--- src/rtl/coherence_bus_ctrl.sv ---
// Snooping MSI coherence and memory controller for two cores sharing one RAM port.
// Arbitrates icache/dcache traffic, drives the peer snoop interface and forwards dirty blocks.
module coherence_bus_ctrl #(
    parameter int unsigned CPUS = 2
) (
    input  logic                     CLK,
    input  logic                     nRST,
    input  logic [CPUS-1:0]          iREN,
    input  logic [CPUS-1:0][31:0]    iaddr,
    output logic [CPUS-1:0]          iwait,
    output logic [CPUS-1:0][31:0]    iload,
    input  logic [CPUS-1:0]          dREN,
    input  logic [CPUS-1:0]          dWEN,
    input  logic [CPUS-1:0][31:0]    daddr,
    input  logic [CPUS-1:0][31:0]    dstore,
    output logic [CPUS-1:0]          dwait,
    output logic [CPUS-1:0][31:0]    dload,
    input  logic [CPUS-1:0]          cctrans,
    input  logic [CPUS-1:0]          ccwrite,
    output logic [CPUS-1:0]          ccwait,
    output logic [CPUS-1:0]          ccinv,
    output logic [CPUS-1:0][31:0]    ccsnoopaddr,
    output logic                     ramREN,
    output logic                     ramWEN,
    output logic [31:0]              ramaddr,
    output logic [31:0]              ramstore,
    input  logic [31:0]              ramload,
    input  logic [1:0]               ramstate
);

    localparam logic [1:0] RAM_ACCESS = 2'd2;

    typedef enum logic [3:0] {
        IDLE, IFETCH, WB0, WB1, SNOOP, FWD0, FWD1, MEM0, MEM1, INV
    } state_t;

    state_t                  state, state_n;
    logic                    req, req_n;
    logic                    last, last_n;
    logic                    inv_q, inv_n;
    logic [CPUS-1:0][31:0]   snoop_q, snoop_n;
    logic                    snp;
    logic                    access;
    logic [CPUS-1:0]         wb_req;

    assign snp    = ~req;
    assign access = (ramstate == RAM_ACCESS);
    assign wb_req = dWEN & ~cctrans;

    // Two-way round robin: on a tie the core that was not served last wins.
    function automatic logic pick(input logic [1:0] v, input logic lst);
        if (v == 2'b11) return ~lst;
        return v[1];
    endfunction

    always_ff @(posedge CLK or negedge nRST) begin
        if (!nRST) begin
            state   <= IDLE;
            req     <= 1'b0;
            last    <= 1'b1;
            inv_q   <= 1'b0;
            snoop_q <= '0;
        end else begin
            state   <= state_n;
            req     <= req_n;
            last    <= last_n;
            inv_q   <= inv_n;
            snoop_q <= snoop_n;
        end
    end

    // Arbitration and transaction sequencing; ERROR on the RAM side simply never advances.
    always_comb begin
        state_n = state;
        req_n   = req;
        last_n  = last;
        inv_n   = inv_q;
        snoop_n = snoop_q;
        case (state)
            IDLE: begin
                if (|wb_req) begin
                    state_n = WB0;
                    req_n   = pick(wb_req, last);
                end else if (|cctrans) begin
                    state_n          = SNOOP;
                    req_n            = pick(cctrans, last);
                    inv_n            = ccwrite[req_n];
                    snoop_n[~req_n]  = daddr[req_n];
                end else if (|iREN) begin
                    state_n = IFETCH;
                    req_n   = pick(iREN, last);
                end
            end
            IFETCH: if (access) begin state_n = IDLE; last_n = ~last; end
            WB0:    if (access) state_n = WB1;
            WB1:    if (access) begin state_n = IDLE; last_n = ~last; end
            SNOOP: begin
                if (ccwrite[snp])    state_n = FWD0;
                else if (dREN[req])  state_n = MEM0;
                else                 state_n = INV;
            end
            FWD0:   if (access) state_n = FWD1;
            FWD1:   if (access) begin state_n = IDLE; last_n = ~last; end
            MEM0:   if (access) state_n = MEM1;
            MEM1:   if (access) begin state_n = IDLE; last_n = ~last; end
            INV:    begin state_n = IDLE; last_n = ~last; end
            default: state_n = IDLE;
        endcase
    end

    // Bus outputs decoded from the current state and the granted core.
    always_comb begin
        iwait       = '1;
        dwait       = '1;
        iload       = '0;
        dload       = '0;
        ccwait      = '0;
        ccinv       = '0;
        ccsnoopaddr = snoop_q;
        ramREN      = 1'b0;
        ramWEN      = 1'b0;
        ramaddr     = '0;
        ramstore    = '0;
        case (state)
            IFETCH: begin
                ramREN     = 1'b1;
                ramaddr    = iaddr[req];
                iload[req] = ramload;
                iwait[req] = ~access;
            end
            WB0, WB1: begin
                ramWEN     = 1'b1;
                ramaddr    = {daddr[req][31:3], (state == WB1), daddr[req][1:0]};
                ramstore   = dstore[req];
                dwait[req] = ~access;
            end
            SNOOP: begin
                ccwait[snp] = 1'b1;
                ccinv[snp]  = inv_q;
            end
            FWD0, FWD1: begin
                ccwait[snp] = 1'b1;
                ccinv[snp]  = inv_q;
                ramWEN      = 1'b1;
                ramaddr     = daddr[snp];
                ramstore    = dstore[snp];
                dload[req]  = dstore[snp];
                dwait[req]  = ~access;
                dwait[snp]  = ~access;
            end
            MEM0, MEM1: begin
                ccwait[snp] = 1'b1;
                ccinv[snp]  = inv_q;
                ramREN      = 1'b1;
                ramaddr     = daddr[req];
                dload[req]  = ramload;
                dwait[req]  = ~access;
            end
            INV: begin
                ccwait[snp] = 1'b1;
                ccinv[snp]  = inv_q;
                dwait[req]  = 1'b0;
            end
            default: ;
        endcase
    end

endmodule

--- config.mk ---
export PLATFORM = sky130hd
export DESIGN_NAME = coherence_bus_ctrl
export DESIGN_NICKNAME = d
export VERILOG_FILES = /design/src/rtl/coherence_bus_ctrl.sv
export SDC_FILE = /design/constraint.sdc
export NUM_CORES = 1
export LEC_CHECK = 0
export CAP_MARGIN = 20
export CORE_AREA = 3 3 193 195
export DETAILED_ROUTE_END_ITERATION = 6
export DIE_AREA = 0 0 196 198
export PLACE_DENSITY = 0.52
export REMOVE_ABC_BUFFERS = 1
export SLEW_MARGIN = 10
export SYNTH_ARGS = -nofsm -noshare
export SYNTH_HDL_FRONTEND = slang
export SYNTH_SLANG_ARGS = --single-unit
--- constraint.sdc ---
create_clock -name CLK -period 4.35 [get_ports CLK]
set_input_delay 1.0875 -clock CLK [delete_from_list [all_inputs] [get_ports CLK]]
set_output_delay 1.0875 -clock CLK [all_outputs]
set_load 0.03 [all_outputs]
==> qor.csv <==
stage;metric;value;unit
run_status;status;finished, final reports clean;
worst_setup_path;crit_chain;or2_2, o32ai_4, buf_4, a221oi_1, o22ai_1, clkdlybuf4s50_1;
place;io_buffers;503;
place;gp_congestion;0.8298;
power_and_ir_drop;ir_drop;0.5154;mV
yosys;synth-seq-cells;71;
worst_setup_path;critPathArrivalTime;3.01;ns
yosys;synth_top_area_cell;dfrtp_1;
yosys;synth_edf_count;0;
worst_setup_path;crit_buf_inv;2;
routing;ant_nets;0;
hold_path;hp-class;register to register;
yosys;synth_top_area_share;0.3023;
timing;hold_violations;0;
timing;grt_setup_unrepaired;no;
run;maxCapViolCount;0;
timing;period_minus_slack;4.099;ns
die;dieWidth;196;um
yosys;ys_types;52;
clocking;cts.sinks;71;
cells_and_area;fillers;3650;
yosys;synth_top_family_by_area;compound AO/OA/AOI/OAI gates;
worst_setup_path;endpoint_kind;output port;
clocking;cts_tree;done;
yosys;synthMuxAreaShare;0.1833;
clocking;insertion_delay;0.35;ns
die;dieArea;38810;um^2
grt;antenna_found_initial;3;
die;die_y;198;um
timing;fin_crit_sh;0.9424;
worst_setup_path;path_depth;6;
routing;routedWlPerCell;22.56;um
cells_and_area;final_core_util;0.3236;
cells_and_area;drive_gt1_frac;0.2035;
die;start_util;0.1629;
worst_setup_path;worstSetupStartpointType;register;
yosys;synthFlopType;dfrtp_1;
worst_setup_path;max_stage_delay;0.75;ns
grt;grt_pass1_vias;7166;
clocking;cts_resized;0;
yosys;post-synth-top-count-cell;a22o_1;
yosys;synth_area_leaders;dfrtp_1 (30%), a22o_1 (15%), a221oi_1 (9.7%), and2_1 (7.2%), mux2_2 (6.8%);
clocking;clock_path_buffers;2;
worst_setup_path;path_class;register to output port;
hold_path;hold_path_depth;1;
yosys;seq_area_frac_synth;0.3068;
timing;hold_ws;0.4822;ns
routing;finalWirelength;34580;um
clocking;cts_hold_buf;0;
timing;slew_headroom;0.4478;
yosys;async_reset_ff_frac;1.000;
routing;detail_route.vias_per_cell;4.783;
yosys;synthCells;595;
cells_and_area;nets;1306;
timing;setup_viol;0;
die;std_cell_rows;69;
timing;slew_violations;0;
grt;grt-ovfl-total;0;
yosys;synth-compound-area-share;0.3215;
grt;grt_max_degree;59;
timing;clock.fmax;0.2439;GHz
die;coreArea;35570;um^2
place;hpwl;26370;um
yosys;synthTopCellsByCount;a22o_1 (96), dfrtp_1 (70), and2_1 (67);
die;io-pin-count;504;
routing;first_iter_violations;341;
power_and_ir_drop;leakage;4.633;nW
routing;vias;7333;
timing;finClkSkew;0.006997;ns
yosys;synthSimpleGateAreaFrac;0.1289;
yosys;syn_area_per_cell;9.738;um^2
clocking;cts-htree-levels;3;
clocking;cts.clk_slew.worst_paths;0.06;ns
yosys;yosys_warnings;0;
worst_setup_path;cp_slowest_cell;clkdlybuf4s50_1;
grt;grt_pass1_wl;48420;um
clocking;cts-root-buf;clkbuf_16;
routing;dr.pass1.iters;5;
power_and_ir_drop;power;8.969;mW
worst_setup_path;crit_family;buffers and inverters;
timing;worst_pin_slew;0.8283;ns
cells_and_area;syn2layout_area_growth;98.66;%
worst_setup_path;reg2reg_depth;6;
power_and_ir_drop;powerDensity;779.1;nW/um^2
yosys;synth_xor_area_frac;0.004535;
yosys;synth_fa_ha_area_frac;0;
worst_setup_path;required;3.26;ns
clocking;cts_buffers;9;
clocking;post_cts_buffers;0;
worst_setup_path;critPathMaxFanout;32;
grt;grtUsageTotal;0.1651;
routing;drc;0;
yosys;synthesis.area;5794;um^2
## kinds of logic (layout without fill, tap and decap cells)
family / count (synthesis) / after routing
other: 0 / 1
AO/OA/AOI/OAI: 228 / 228
flip-flops: 71 / 71
AND/OR/NAND/NOR: 123 / 123
buffers and inverters: 72 / 548
XOR/XNOR: 3 / 3
multiplexers: 98 / 98
## where the power goes
part / switching (mW) / leakage, nW / internal [mW]
clock network: 0.314 / 0.120 / 0.380
logic: 4.15 / 3.66 / 2.89
registers: 0.233 / 0.853 / 0.999
## state kept, by name, indices dropped and copies added, names as in the netlist
signal / count
state: 4
ccsnoopaddr: 64
inv_q: 1
last: 1
req: 1
## worst paths after layout
check / slack, ns / endpoint / startpoint
max: 0.25 / ramaddr[31] / state[0]
min: 0.48 / ccsnoopaddr[39] / ccsnoopaddr[39]
max reg2reg: 1.73 / ccsnoopaddr[32] / state[3]
min reg2reg: 0.48 / ccsnoopaddr[39] / ccsnoopaddr[39]
max in group asynchronous: 2.78 / ccsnoopaddr[36] / nRST
min in group asynchronous: 0.83 / ccsnoopaddr[33] / nRST
## layer usage
metal  up-vias  wire length (um)  global-route usage
met3        52              2737             0.04696
li1       3320                 -                   -
met1      3586             13250              0.1923
met4         4               918             0.05651
met5         -                23                   0
met2       371             17650              0.2915
## placed cells by master (no fill, tap or decap), types with 3 or more instances in the layout
master	n
nand2_1	10
o22ai_1	32
o221ai_1	3
mux2_1	30
buf_12	16
and2_1	66
clkdlybuf4s50_1	378
a2bb2oi_1	3
and3_1	4
o21ai_0	9
a221oi_1	64
clkbuf_16	9
dfrtp_1	69
clkinvlp_4	3
a21oi_1	3
buf_4	136
mux2i_1	33
nor2b_1	5
nand3_1	4
inv_1	4
a22o_1	96
nor2_1	6
nor2_2	4
mux2_2	35
nand2b_1	7
## metrics by stage
| step | cells | TNS, ns | instance area [um^2] | setup slack, ns |
|---|---|---|---|---|
| 6_report | 1533 | 0 | 11510 | 0.2506 |
| 5_1_grt | 1533 | 0 | 11510 | 0.1007 |
| 4_1_cts | 1532 | 0 | 11510 | 0.2393 |
| 3_5_place_dp | 1518 | 0 | 11250 | 0.5271 |
| 3_3_place_gp | 1518 | 0 | 11250 | 0.4877 |
| 2_1_floorplan | 527 | -137.72 | 5492 | -1.381 |
## final cells by class
class	count	area (um^2)	area share
inverters	4	15.01	0.001304
well taps	461	576.8	0.05011
repair buffers	530	5125	0.4452
diodes	1	2.502	0.0002174
flip-flops and latches	71	1782	0.1548
multi-input cells	452	3749	0.3257
clock buffers	9	225.2	0.01957
clock inverters	5	36.28	0.003152
Note: power is estimated with default switching activity, not from simulation.
